`config.mk`:
```
export PLATFORM = sky130hd
export DESIGN_NAME = vmem_sequencer
export DESIGN_NICKNAME = d
export VERILOG_FILES = /design/src/rtl/simd_pkg.sv /design/src/rtl/vmem_sequencer.sv
export SDC_FILE = /design/constraint.sdc
export NUM_CORES = 1
export LEC_CHECK = 0
export CORE_AREA = 2 2 262 264
export CTS_CLUSTER_SIZE = 10
export DETAILED_ROUTE_END_ITERATION = 6
export DIE_AREA = 0 0 264 266
export GPL_TIMING_DRIVEN = 0
export HOLD_SLACK_MARGIN = 0.03
export MAX_ROUTING_LAYER = met4
export PLACE_DENSITY = 0.77
export SLEW_MARGIN = 0
export SYNTH_ARGS = -nofsm -noshare
export SYNTH_HDL_FRONTEND = slang
export SYNTH_SLANG_ARGS = --single-unit
```
`constraint.sdc`:
```
create_clock -name clk -period 5.7 [get_ports clk]
set_input_delay 1.14 -clock clk [delete_from_list [all_inputs] [get_ports clk]]
set_output_delay 1.14 -clock clk [all_outputs]
set_load 0.05 [all_outputs]
```
`src/rtl/simd_pkg.sv`:
```
// Shared SIMD memory-sequencer defaults and the vector mem-op state encoding.
package simd_pkg;

  localparam int VMEM_LANES  = 8;
  localparam int VMEM_ELEM_W = 32;
  localparam int VMEM_ADDR_W = 32;

  typedef enum logic [1:0] {IDLE, XFER, DONE} vmem_state_t;

endpackage

```
`src/rtl/vmem_sequencer.sv`:
```
// Splits one vector load/store into LANES word beats on the data port; busy stalls the pipe
// from the start cycle through the last acked beat (LANES+1 cycles zero-wait); beats wait on mem_ack.
module vmem_sequencer
  import simd_pkg::*;
#(
  parameter int LANES  = VMEM_LANES,
  parameter int ELEM_W = VMEM_ELEM_W,
  parameter int ADDR_W = VMEM_ADDR_W
) (
  input  logic                    clk,
  input  logic                    reset,
  input  logic                    start,
  input  logic                    is_store,
  input  logic [ADDR_W-1:0]       base_addr,
  input  logic [LANES*ELEM_W-1:0] vdata_in,
  output logic                    mem_req,
  output logic                    mem_we,
  output logic [ADDR_W-1:0]       mem_addr,
  output logic [ELEM_W-1:0]       mem_wdata,
  input  logic                    mem_ack,
  input  logic [ELEM_W-1:0]       mem_rdata,
  output logic                    busy,
  output logic                    done,
  output logic                    vwrite_en,
  output logic [LANES*ELEM_W-1:0] vdata_out,
  output logic                    err
);

  localparam int BEAT_W = $clog2(LANES);

  vmem_state_t state, stateNext;

  logic [BEAT_W-1:0]            beat;
  logic                         latStore;
  logic [ADDR_W-1:0]            latBase;
  logic [LANES-1:0][ELEM_W-1:0] latData;
  logic [LANES-1:0][ELEM_W-1:0] shadow;
  logic [LANES-1:0][ELEM_W-1:0] vdataQ;
  logic                         errQ;
  logic                         aligned;
  logic                         lastBeat;

  assign aligned  = (base_addr[1:0] == 2'b00);
  assign lastBeat = (beat == BEAT_W'(LANES - 1));

  always_ff @(posedge clk or negedge reset) begin
    if (!reset) state <= IDLE;
    else        state <= stateNext;
  end

  always_comb begin
    stateNext = state;
    unique case (state)
      IDLE:    if (start && aligned) stateNext = XFER;
      XFER:    if (mem_ack && lastBeat) stateNext = DONE;
      DONE:    stateNext = IDLE;
      default: stateNext = IDLE;
    endcase
  end

  always_ff @(posedge clk or negedge reset) begin
    if (!reset) begin
      beat     <= '0;
      latStore <= 1'b0;
      latBase  <= '0;
      latData  <= '0;
      shadow   <= '0;
      vdataQ   <= '0;
      errQ     <= 1'b0;
    end else begin
      errQ <= (state == IDLE) && start && !aligned;
      unique case (state)
        IDLE: begin
          if (start && aligned) begin
            latStore <= is_store;
            latBase  <= base_addr;
            latData  <= vdata_in;
            beat     <= '0;
          end
        end
        XFER: begin
          if (mem_ack) begin
            if (!latStore) shadow[beat] <= mem_rdata;
            if (!lastBeat) beat <= beat + BEAT_W'(1);
          end
        end
        DONE: begin
          if (!latStore) vdataQ <= shadow;
        end
        default: ;
      endcase
    end
  end

  assign mem_req   = (state == XFER);
  assign mem_we    = mem_req && latStore;
  assign mem_addr  = mem_req ? latBase + (ADDR_W'(beat) << 2) : '0;
  assign mem_wdata = mem_req ? latData[beat] : '0;
  assign busy      = mem_req || ((state == IDLE) && start && aligned);
  assign done      = (state == DONE);
  assign vwrite_en = done && !latStore;
  assign err       = errQ;
  // Forward the shadow during DONE so the W-stage write sees the new vector with vwrite_en.
  assign vdata_out = (done && !latStore) ? shadow : vdataQ;

endmodule

```
# Word level (Yosys, flattened, before mapping)
# Index checks and enable logic that the tools add are counted.
dict set report classes {
  add_sub_neg 2
  order_cmp 2
  reduce_logical 19
  n_bitwise 1
  eq_ne 7
  muxes 15
}
# cell n
set op_table {}
lappend op_table {{bitwise mux 256 bit} 1}
lappend op_table {{2-to-1 mux 256 bit} 1}
lappend op_table {{2-to-1 mux 32 bit} 4}
lappend op_table {{binary-select mux 32 bit (select 3 bit)} 1}
lappend op_table {{demux 32 bit (select 3 bit)} 1}
lappend op_table {{adder 32 x 5 -> 32 bit} 1}
lappend op_table {{2-to-1 mux 3 bit} 3}
lappend op_table {{logical AND 1 bit} 8}
lappend op_table {{!= test 2 x 1 -> 1 bit, second input constant} 3}
lappend op_table {{case mux 3 bit (2 select lines)} 1}
lappend op_table {{AND reduction 2 bit} 3}
lappend op_table {{logical NOT 2 bit} 2}
lappend op_table {{less-than comparator 3 x 4 -> 1 bit, second input constant} 1}
lappend op_table {{2-to-1 mux 2 bit} 2}
lappend op_table {{case mux 2 bit (2 select lines)} 1}
lappend op_table {{AND reduction 4 bit} 1}
lappend op_table {{adder 3 x 1 -> 3 bit, second input constant} 1}
lappend op_table {{== test 3 bit, second input constant} 1}
lappend op_table {{>= comparator 3 x 1 -> 1 bit, second input constant} 1}
lappend op_table {{AND reduction 3 bit} 1}
lappend op_table {{== test 2 x 1 -> 1 bit, second input constant} 1}
lappend op_table {{== test 2 bit, second input constant} 1}
lappend op_table {{logical NOT 1 bit} 2}
lappend op_table {{!= test 2 bit, second input constant} 1}
lappend op_table {{3 further kinds} 3}
dict set report totals {
  out_inout_bits 326
  wordCells 75
  register_bits 807
}

# Depth between registers and ports, before layout
# Gate-level depths: netlist of run 1.
dict set report logic_depth {
  ltp_word 5
  ltp_mapped 8
  ltp_nobuf 7
}

# Worst setup path after synthesis of run 1
# OpenSTA, ideal clock, no wires.
dict set report synth_timing {
  path_type {reg2out}
  startpoint {register beat[1]}
  endpoint {output port mem_addr[18]}
  t_required_ps 4560
  setup_slack_ps 1565
  t_arrival_ps 2995
  n_path_buf 1
  path_stages_with_launch 8
  path_cell_list {dfrtp_1 buf_2 inv_1 fa_1 nand2b_1 a211o_1 or4_2 a21oi_1}
}
dict set report synth_between {
  elab_chain_cells 2
}
# item line
set synth_rtl {}
lappend synth_rtl {{from (decl)} vmem_sequencer.sv:33} ;# logic [BEAT_W-1:0] beat;
lappend synth_rtl {{from (signal assigned)} vmem_sequencer.sv:84} ;# if (!lastBeat) beat <= beat + BEAT_W'(1);
lappend synth_rtl {{adder 32 x 5 -> 32 bit} vmem_sequencer.sv:97} ;# assign mem_addr = mem_req ? latBase + (ADDR_W'(beat) << 2) : '0;
lappend synth_rtl {{2-to-1 mux 32 bit} vmem_sequencer.sv:97}
lappend synth_rtl {{to (decl)} vmem_sequencer.sv:18} ;# output logic [ADDR_W-1:0] mem_addr,
# No other way between the ends.

# Worst setup path in the final report of run 1
dict set report layout_timing {
  startpoint {register beat[2]}
  endpoint {output port mem_wdata[14]}
}
dict set report layout_between {
  elab_chain_cells 3
}
# item line
set layout_rtl {}
lappend layout_rtl {{binary-select mux 32 bit (select 3 bit)} vmem_sequencer.sv:98} ;# assign mem_wdata = mem_req ? latData[beat] : '0;
lappend layout_rtl {{2-to-1 mux 32 bit (implied by the code)} vmem_sequencer.sv:98}
lappend layout_rtl {{2-to-1 mux 32 bit} vmem_sequencer.sv:98}
lappend layout_rtl {{to (decl)} vmem_sequencer.sv:19} ;# output logic [ELEM_W-1:0] mem_wdata,
# No other way between the ends. The select of a mux whose other input is x is not followed.

==> impl_metrics.tcl, run 1 <==
set metrics [dict create \
    ys_types 47 \
    p_seq_frac 0.395 \
    ctsRootBufferMaster "clkbuf_16" \
    path_class "register to output pin" \
    final_util 0.629 \
    setup_viol 0 \
    initial_utilization 0.475 \
    numPortBuffers 650 \
    clockBufferDepth 3 \
    vias_per_cell 5.63 \
    io_pins 651 \
    grt_pass1_vias 24900 \
    regArea_sq_um 20200 \
    drt-wirelength-per-cell_um 25.2 \
    crit_fanout 10 \
    cts_hold_buf 0 \
    timing.hold.ws_ns 0.461 \
    gr-total-overflow 0 \
    stdcell_count 4333 \
    wl_um 109000 \
    area_growth_syn_to_layout_pct 32.5 \
    relSlewSlack 0.194 \
    pwr-share-clk 0.231 \
    dieWidth_um 264 \
    irDropWorstVdd_mv 0.351 \
    synth_warnings 0 \
    grt_pass1_wl_um 160000 \
    cts_max_level 3 \
    cts_setup_buffers 0 \
    cts-buffers-inserted 92 \
    hold_viol 0 \
    cp.required_ns 4.56 \
    hold_path_class "input port to async pin" \
    synthTopCellsByArea "dfrtp_1, mux2_2, nand2_1, a22oi_1, clkbuf_1" \
    dr_total_vias 24400 \
    drtIter0Drc 2387 \
    synthArstFlopShare 1.00 \
    antenna_found_initial 12 \
    timing.fmax_mhz 179 \
    powerDensity_nw_per_um2 541 \
    multi_input_area_sq_um 11300 \
    rsz0062_at_grt "true" \
    synth_top_area_frac 0.628 \
    numClockSinks 807 \
    slew_violations 0 \
    switching_share 0.386 \
    combinationalPowerShare 0.374 \
    p_sw_mw 8.91 \
    insertion_delay_ns 0.64 \
    fill_cells 5309 \
    rrSetupSlack_ns 2.74 \
    reg2reg_depth 6 \
    dieHeight_um 266 \
    layout-drive-gt1-share 0.203 \
    syn_nets 3001 \
    grt_max_degree 119 \
    dp_hpwl_um 79400 \
    power.leakage_nw 20.2 \
    finalSetupTns_ns 0 \
    dp_cells 4209 \
    ys_ff_latch 807 \
    intPower_mw 14.2 \
    clkTransAtPathRegs_ns 0.05 \
    worstMarginPinSlew_ns 1.21 \
    route.detailed.drc 0 \
    synth_top_area_cell "dfrtp_1" \
    end_kind "output pin" \
    rows 96 \
    synth_edf_count 0 \
    crit_arrival_ns 4.45 \
    status "complete, no violations" \
    startpoint_type "register" \
    grt.total_usage 0.318 \
    cap_viol_max_count 0 \
    syn_area_per_cell_sq_um 12.1 \
    syn_area_sq_um 32200 \
    antenna_left 0 \
    synth-main-ff-cell "dfrtp_1" \
    syn_inst 2670 \
    skew_ns 0.0208 \
    tritoncts "built" \
    nets 3752 \
    ys_seq_area_frac 0.628 \
    fin_crit_sh 0.981 \
    dr.pass1.iters 6 \
    core_region_area_sq_um 67700 \
    gp_congestion 0.935 \
    min_period_ns 5.59 \
    die_area_sq_um 70200 \
]
## metal layers
metal / routed length [um] / track usage / share of wire
met1: 41500 / 0.385 / 0.38
met2: 52300 / 0.508 / 0.48
met3: 9180 / 0.0652 / 0.084
met4: 5980 / 0.161 / 0.055
met5: 0 / - / 0
## final timing paths
check                                end        start
hold / removal               vdataQ[166]        reset
setup reg to reg            latData[221]     state[0]
max in group asynchronous    latData[46]        reset
min in group clk             latData[57]  latData[57]
setup / recovery           mem_wdata[14]      beat[2]
hold reg to reg              latData[57]  latData[57]
## registers in the layout, summed over array words and instances (netlist names)
register / flops
latData: 256
vdataQ: 256
shadow: 256
state: 2
latBase: 32
err: 1
latStore: 1
beat: 3
## logic make-up (layout without fill, tap and decap cells)
logic type | count (synthesis) | in the layout | share of synthesized area
and+or+nand+nor | 950 | 950 | 0.117
DFF | 807 | 807 | 0.628
muxes | 514 | 514 | 0.180
AOI/OAI and AO/OA | 216 | 216 | 0.0490
buffers and inverters | 170 | 940 | 0.0222
xor gates and xnor gates | 7 | 7 | 0.00191
adders and majority gates | 6 | 6 | 0.00257
other | 0 | 11 | 0
## cells in the mapped netlist, types with 6 or more instances
cell type and number:
o21ai_0 15, buf_1 27, o31ai_1 12, buf_2 54, a31oi_1 21, mux2_2 513
nand3_1 9, a22o_1 23, inv_1 12, or4_1 12, dfrtp_1 807, clkbuf_1 76
nand2_1 871, a22oi_1 86, a221oi_1 21, a41oi_1 11, nor2_1 15, or3_1 7
a21oi_1 21, and2_1 6
## placed cells by master (no fill, tap or decap), types with 23 or more instances in the layout
cell               n
nand2_1          871
mux2_2           513
clkbuf_1          79
buf_1             25
buf_2             54
a22o_1            23
a22oi_1           86
clkdlybuf4s50_1  649
dfrtp_1          807
clkbuf_16         94
## worst max-delay path, stage by stage, from the launching register on
cell and delay [ns]:
dfrtp_1 0.39, buf_2 0.23, and3_1 0.17, clkbuf_1 0.49
clkbuf_2 0.56, clkdlybuf4s15_2 0.57, a22oi_1 0.17, a31oi_1 0.34
clkdlybuf4s50_1 0.87
## power by group through the flow
stage	clock [mW]	combinational (mW)	sequential, mW
final	5.33	8.63	9.11
after global routing	5.63	9.08	9.33
after CTS	5.39	8.60	9.07
after detailed placement	0	8.55	9.13
after global placement	0	8.39	9.15
after floorplan	0	5.60	8.73
## layout make-up
class | instances | share of cell area
Tap cell | 882 | 0.0259
Buffer | 158 | 0.0161
Clock buffer | 106 | 0.0569
Clock inverter | 7 | 0.00387
Sequential cell | 807 | 0.474
Inverter | 12 | 0.00106
Antenna cell | 11 | 0.000646
Timing Repair Buffer | 657 | 0.157
Multi-Input combinational cell | 1693 | 0.265
## what timing repair did
item / CTS / global route
resized for setup: 6 / 14
gates cloned: 0 / 0
setup endpoints to repair: 21 / 9
hold endpoints to repair: 0 / 0
## through the flow
step,total power [mW],setup WS [ns],cell area [sq um]
3_3_place_gp,17.5,-32.29,39800
4_1_cts,23.1,0.00839,42600
6_report,23.1,0.108,42600
5_1_grt,24.0,-0.00204,42600
2_1_floorplan,14.3,1.56,32200
3_5_place_dp,17.7,0.217,40000
Note: power is estimated with default switching activity, not from simulation.
==> run 2: changes to the inputs <==
--- a/config.mk
+++ b/config.mk
@@ -5,14 +5,14 @@
 export SDC_FILE = /design/constraint.sdc
 export NUM_CORES = 1
 export LEC_CHECK = 0
-export CORE_AREA = 2 2 262 264
+export CORE_AREA = 2 2 257 259
 export CTS_CLUSTER_SIZE = 10
 export DETAILED_ROUTE_END_ITERATION = 6
-export DIE_AREA = 0 0 264 266
+export DIE_AREA = 0 0 259 261
 export GPL_TIMING_DRIVEN = 0
 export HOLD_SLACK_MARGIN = 0.03
 export MAX_ROUTING_LAYER = met4
-export PLACE_DENSITY = 0.77
+export PLACE_DENSITY = 0.8
 export SLEW_MARGIN = 0
 export SYNTH_ARGS = -nofsm -noshare
 export SYNTH_HDL_FRONTEND = slang
==> impl_metrics.tcl, run 2 (synthesized netlist as in run 1, its figures left out) <==
set metrics [dict create \
    path_class "register to output pin" \
    cts_max_level 3 \
    status "complete, no violations" \
    crit_fanout 10 \
    core_region_area_sq_um 65000 \
    drtIter0Drc 2455 \
    worstMarginPinSlew_ns 1.10 \
    rows 94 \
    placed_area_sq_um 40000 \
    clkTransAtPathRegs_ns 0.05 \
    irDropWorstVdd_mv 0.404 \
    io_pins 651 \
    timing.fmax_mhz 180 \
    initial_utilization 0.495 \
    rsz0062_at_grt "false" \
    reg2reg_to "shadow[172]" \
    final_cell_mix "nand2_1, dfrtp_1, clkdlybuf4s50_1" \
    min_period_ns 5.57 \
    dp_hpwl_um 79700 \
    hold_path_class "input port to async pin" \
    setup_slack_ns 0.130 \
    grt_pass1_wl_um 159000 \
    dr_total_vias 24300 \
    skew_ns 0.0372 \
    layout-drive-gt1-share 0.204 \
    ctsRootBufferMaster "clkbuf_16" \
    cts-buffers-inserted 92 \
    powerDensity_nw_per_um2 542 \
    wl_um 110000 \
    clockBufferDepth 3 \
    dieHeight_um 261 \
    final_cell_area_sq_um 42600 \
    cts_hold_buf 0 \
    area_growth_syn_to_layout_pct 32.4 \
    end_kind "output pin" \
    finalSetupTns_ns 0 \
    antenna_found_initial 17 \
    slew_violations 0 \
    grt_pass1_vias 24900 \
    nets 3751 \
    vias_per_cell 5.64 \
    cp.required_ns 4.56 \
    hold_viol 0 \
    power.leakage_nw 20.2 \
    final_common_cell "nand2_1" \
    gr-total-overflow 0 \
    reg2reg_depth 7 \
    setup_viol 0 \
    numPortBuffers 650 \
    fin_crit_sh 0.977 \
    reg.largest.list "latData: 256 flops, shadow: 256 flops, vdataQ: 256 flops" \
    rrSetupSlack_ns 2.52 \
    antenna_left 0 \
    r2r_start "beat[1]" \
    tritoncts "built" \
    grt_max_degree 126 \
    pre_cts_ws_ns 0.225 \
    drt-wirelength-per-cell_um 25.4 \
    numClockSinks 807 \
    grt.total_usage 0.331 \
    cts_setup_buffers 0 \
    gp_congestion 0.928 \
    relSlewSlack 0.266 \
    insertion_delay_ns 0.65 \
    cap_viol_max_count 0 \
    die_area_sq_um 67600 \
    dr.pass1.iters 6 \
    route.detailed.drc 0 \
    dieWidth_um 259 \
    startpoint_type "register" \
    crit_arrival_ns 4.43 \
]
## run 2: stage by stage
step                      hold slack, ns  utilization  instances  power (mW)
after global routing               0.279        0.655       4319        24.0
final                              0.305        0.655       4319        23.1
after CTS                          0.267        0.654       4303        23.1
after floorplan                    0.444            -       2670        14.3
after global placement             0.458        0.611       4184        17.5
after detailed placement           0.462        0.614       4191        17.7
## run 2: worst max-delay path: stages, from the launching register on
cell and delay [ns]:
dfrtp_1 0.41, buf_2 0.19, nor3_2 0.66, clkbuf_1 0.81, a22oi_1 0.21, a41oi_1 0.55
clkdlybuf4s50_1 0.94
## run 2: how the worst max path moves through the flow
stage / slack, ns / to / cells past startpoint / startpoint
floorplan: 1.56 / mem_addr[18] / 7 / beat[1]
global placement: -32.04 / latData[77] / 1 / reset
detailed placement: 0.23 / mem_wdata[1] / 8 / beat[0]
CTS: 0.02 / mem_wdata[11] / 6 / beat[0]
global route: 0.05 / mem_wdata[16] / 7 / beat[2]
finish: 0.13 / mem_wdata[27] / 6 / beat[1]
## run 2: area by class of cell
type	count	area (sq um)
plain buffers	157	682
multi-input cells	1693	11300
clock inverters	9	173
flip-flops and latches	807	20200
diodes	17	42.5
well taps	864	1080
inverters	12	45.0
clock buffers	103	2390
fillers	4834	22400
repair buffers	657	6700
## run 2: where the power goes
group	leakage (nW)	switching, mW	internal, mW
registers	10.5	1.24	7.91
logic	8.47	5.47	3.17
clock network	1.26	2.28	3.00
total	20.2	9.00	14.1
## run 2: layer usage
layer  wire (um)  track usage  up-vias  share of wire
li1            -            -    10500              -
met1       41400        0.397    12200           0.38
met2       53100        0.529     1250           0.48
met3        8750       0.0619      320          0.080
met4        6530        0.189        0          0.060
met5           0            -        -              0
## run 2: what timing repair did
action                                  4_1_cts  5_1_grt
endpoints found under the setup margin       19       13
gates resized for setup                       6       12
pin swaps                                     0        0
==> run 3: changes to the inputs <==
--- a/config.mk
+++ b/config.mk
@@ -6,13 +6,14 @@
 export NUM_CORES = 1
 export LEC_CHECK = 0
 export CORE_AREA = 2 2 257 259
-export CTS_CLUSTER_SIZE = 10
+export CTS_CLUSTER_SIZE = 14
 export DETAILED_ROUTE_END_ITERATION = 6
 export DIE_AREA = 0 0 259 261
 export GPL_TIMING_DRIVEN = 0
 export HOLD_SLACK_MARGIN = 0.03
 export MAX_ROUTING_LAYER = met4
 export PLACE_DENSITY = 0.8
+export REMOVE_ABC_BUFFERS = 1
 export SLEW_MARGIN = 0
 export SYNTH_ARGS = -nofsm -noshare
 export SYNTH_HDL_FRONTEND = slang
==> impl_metrics.tcl, run 3 (synthesized netlist as in run 1, its figures left out) <==
set metrics [dict create \
    status "complete, no violations" \
    reg2reg_to "latData[31]" \
    rsz0062_at_grt "false" \
    dp_hpwl_um 64100 \
    irDropWorstVdd_mv 0.396 \
    combinationalPowerShare 0.365 \
    crit_fanout 17 \
    gp_congestion 0.910 \
    final_common_cell "nand2_1" \
    powerDensity_nw_per_um2 538 \
    placed_area_sq_um 40400 \
    layout-drive-gt1-share 0.217 \
    timing.hold.ws_ns 0.473 \
    wl_um 93400 \
    cts-resized-gates 0 \
    clockBufferDepth 3 \
    reg2reg_depth 12 \
    dr_total_vias 23300 \
    nets 3632 \
    cts_max_level 3 \
    dieWidth_um 259 \
    numClockSinks 807 \
    pwr-share-clk 0.243 \
    crit_chain "inv_1 -> fa_1 -> nand2b_1 -> a211o_1 -> or4_1 -> a21oi_1 -> clkdlybuf4s50_1" \
    dieHeight_um 261 \
    cap_viol_max_count 0 \
    cp.required_ns 4.56 \
    min_period_ns 5.43 \
    timing.fmax_mhz 184 \
    route.detailed.drc 0 \
    p_sw_mw 8.77 \
    cts_setup_buffers 0 \
    slew_violations 0 \
    finalSetupTns_ns 0 \
    fill_cells 4663 \
    cts-buffers-inserted 84 \
    grt_pass1_vias 23800 \
    switching_share 0.376 \
    grt.total_usage 0.281 \
    rows 94 \
    dp_cells 4079 \
    die_area_sq_um 67600 \
    drt-wirelength-per-cell_um 21.9 \
    antenna_left 0 \
    rrSetupSlack_ns 2.47 \
    gr-total-overflow 0 \
    intPower_mw 14.5 \
    reg.largest.list "latData: 256 flops, shadow: 256 flops, vdataQ: 256 flops" \
    final_cell_area_sq_um 43400 \
    skew_ns 0.0410 \
    end_kind "output pin" \
    p_seq_frac 0.392 \
    dr.pass1.iters 5 \
    tritoncts "built" \
    relSlewSlack 0.325 \
    final_cell_mix "nand2_1, dfrtp_1, clkdlybuf4s50_1" \
    ctsRootBufferMaster "clkbuf_16" \
    io_pins 651 \
    vias_per_cell 5.46 \
    power.leakage_nw 20.4 \
    hold_viol 0 \
    numPortBuffers 650 \
    fin_crit_sh 0.953 \
    startpoint_type "register" \
    max_stage_delay_ns 0.85 \
    hold_depth 2 \
    cts_hold_buf 0 \
    slowest_stage "clkdlybuf4s50_1" \
    grt_pass1_wl_um 140000 \
    clkTransAtPathRegs_ns 0.06 \
    core_region_area_sq_um 65000 \
    holdPathEnd "latData[231]" \
    path_class "register to output pin" \
    initial_utilization 0.495 \
    grt_max_degree 121 \
    drtIter0Drc 1660 \
    stdcell_count 4262 \
    worstMarginPinSlew_ns 1.01 \
    insertion_delay_ns 0.64 \
    area_growth_syn_to_layout_pct 34.7 \
    antenna_found_initial 32 \
    crit_arrival_ns 4.29 \
    hold_path_class "register to register" \
    hp-start "latData[231]" \
    r2r_start "state[0]" \
    setup_viol 0 \
]
-- run 3: cell types whose count changed in the layout (fill, tap and decap cells not counted), moves of 14 or more --
cell and delta:
buf_2 -55, buf_12 +14, buf_1 -25, clkinv_2 +19, clkbuf_1 -60, buf_16 +21, diode_2 +16
-- run 3: metrics by stage --
step	total power [mW]	setup WS (ns)	util
after floorplan	14.4	-10.33	-
after global placement	17.5	-32.19	0.601
after detailed placement	17.6	0.485	0.621
after CTS	23.4	0.0537	0.665
after global routing	24.4	0.0720	0.667
final	23.3	0.266	0.667
-- run 3: layout make-up --
| class | count | area (sq um) | share of cell area |
|---|---|---|---|
| Multi-Input combinational cell | 1693 | 11400 | 0.262 |
| Tap cell | 864 | 1080 | 0.0249 |
| Sequential cell | 807 | 20200 | 0.466 |
| Timing Repair Buffer | 703 | 7710 | 0.178 |
| Clock inverter | 39 | 539 | 0.0124 |
| Inverter | 12 | 45.0 | 0.00104 |
| Clock buffer | 111 | 2330 | 0.0538 |
| Antenna cell | 33 | 82.6 | 0.00190 |
-- run 3: layer usage --
| layer | track usage | share of wire | up-vias |
|---|---|---|---|
| met5 | - | 0 | - |
| met4 | 0.168 | 0.063 | 0 |
| met3 | 0.0733 | 0.077 | 247 |
| met2 | 0.439 | 0.47 | 917 |
| met1 | 0.328 | 0.38 | 11700 |
| li1 | - | - | 10400 |
-- run 3: worst max-delay path: cells and delay by family (launching register included) --
| kind | cells | cell delay [ns] |
|---|---|---|
| fa+ha+maj | 1 | 0.51 |
| buf+inv | 2 | 1.08 |
| compound gates | 2 | 0.69 |
| flops | 1 | 0.60 |
| simple gates | 2 | 0.80 |
-- run 3: worst max path at each step --
stage / from / endpoint / slack [ns] / cells past startpoint
global placement: reset / latData[115] / -32.19 / 1
global route: beat[1] / mem_addr[20] / 0.07 / 7
detailed placement: start / busy / 0.48 / 6
CTS: beat[0] / mem_addr[18] / 0.05 / 8
finish: beat[1] / mem_addr[20] / 0.27 / 7
floorplan: state[0] / vdata_out[0] / -10.33 / 3
-- run 3: power groups by stage --
stage	sequential (mW)	clock, mW	combinational (mW)
after floorplan	8.82	0	5.62
after global placement	9.24	0	8.23
after detailed placement	9.18	0	8.45
after CTS	9.13	5.76	8.52
after global routing	9.39	5.97	9.01
final	9.15	5.67	8.50
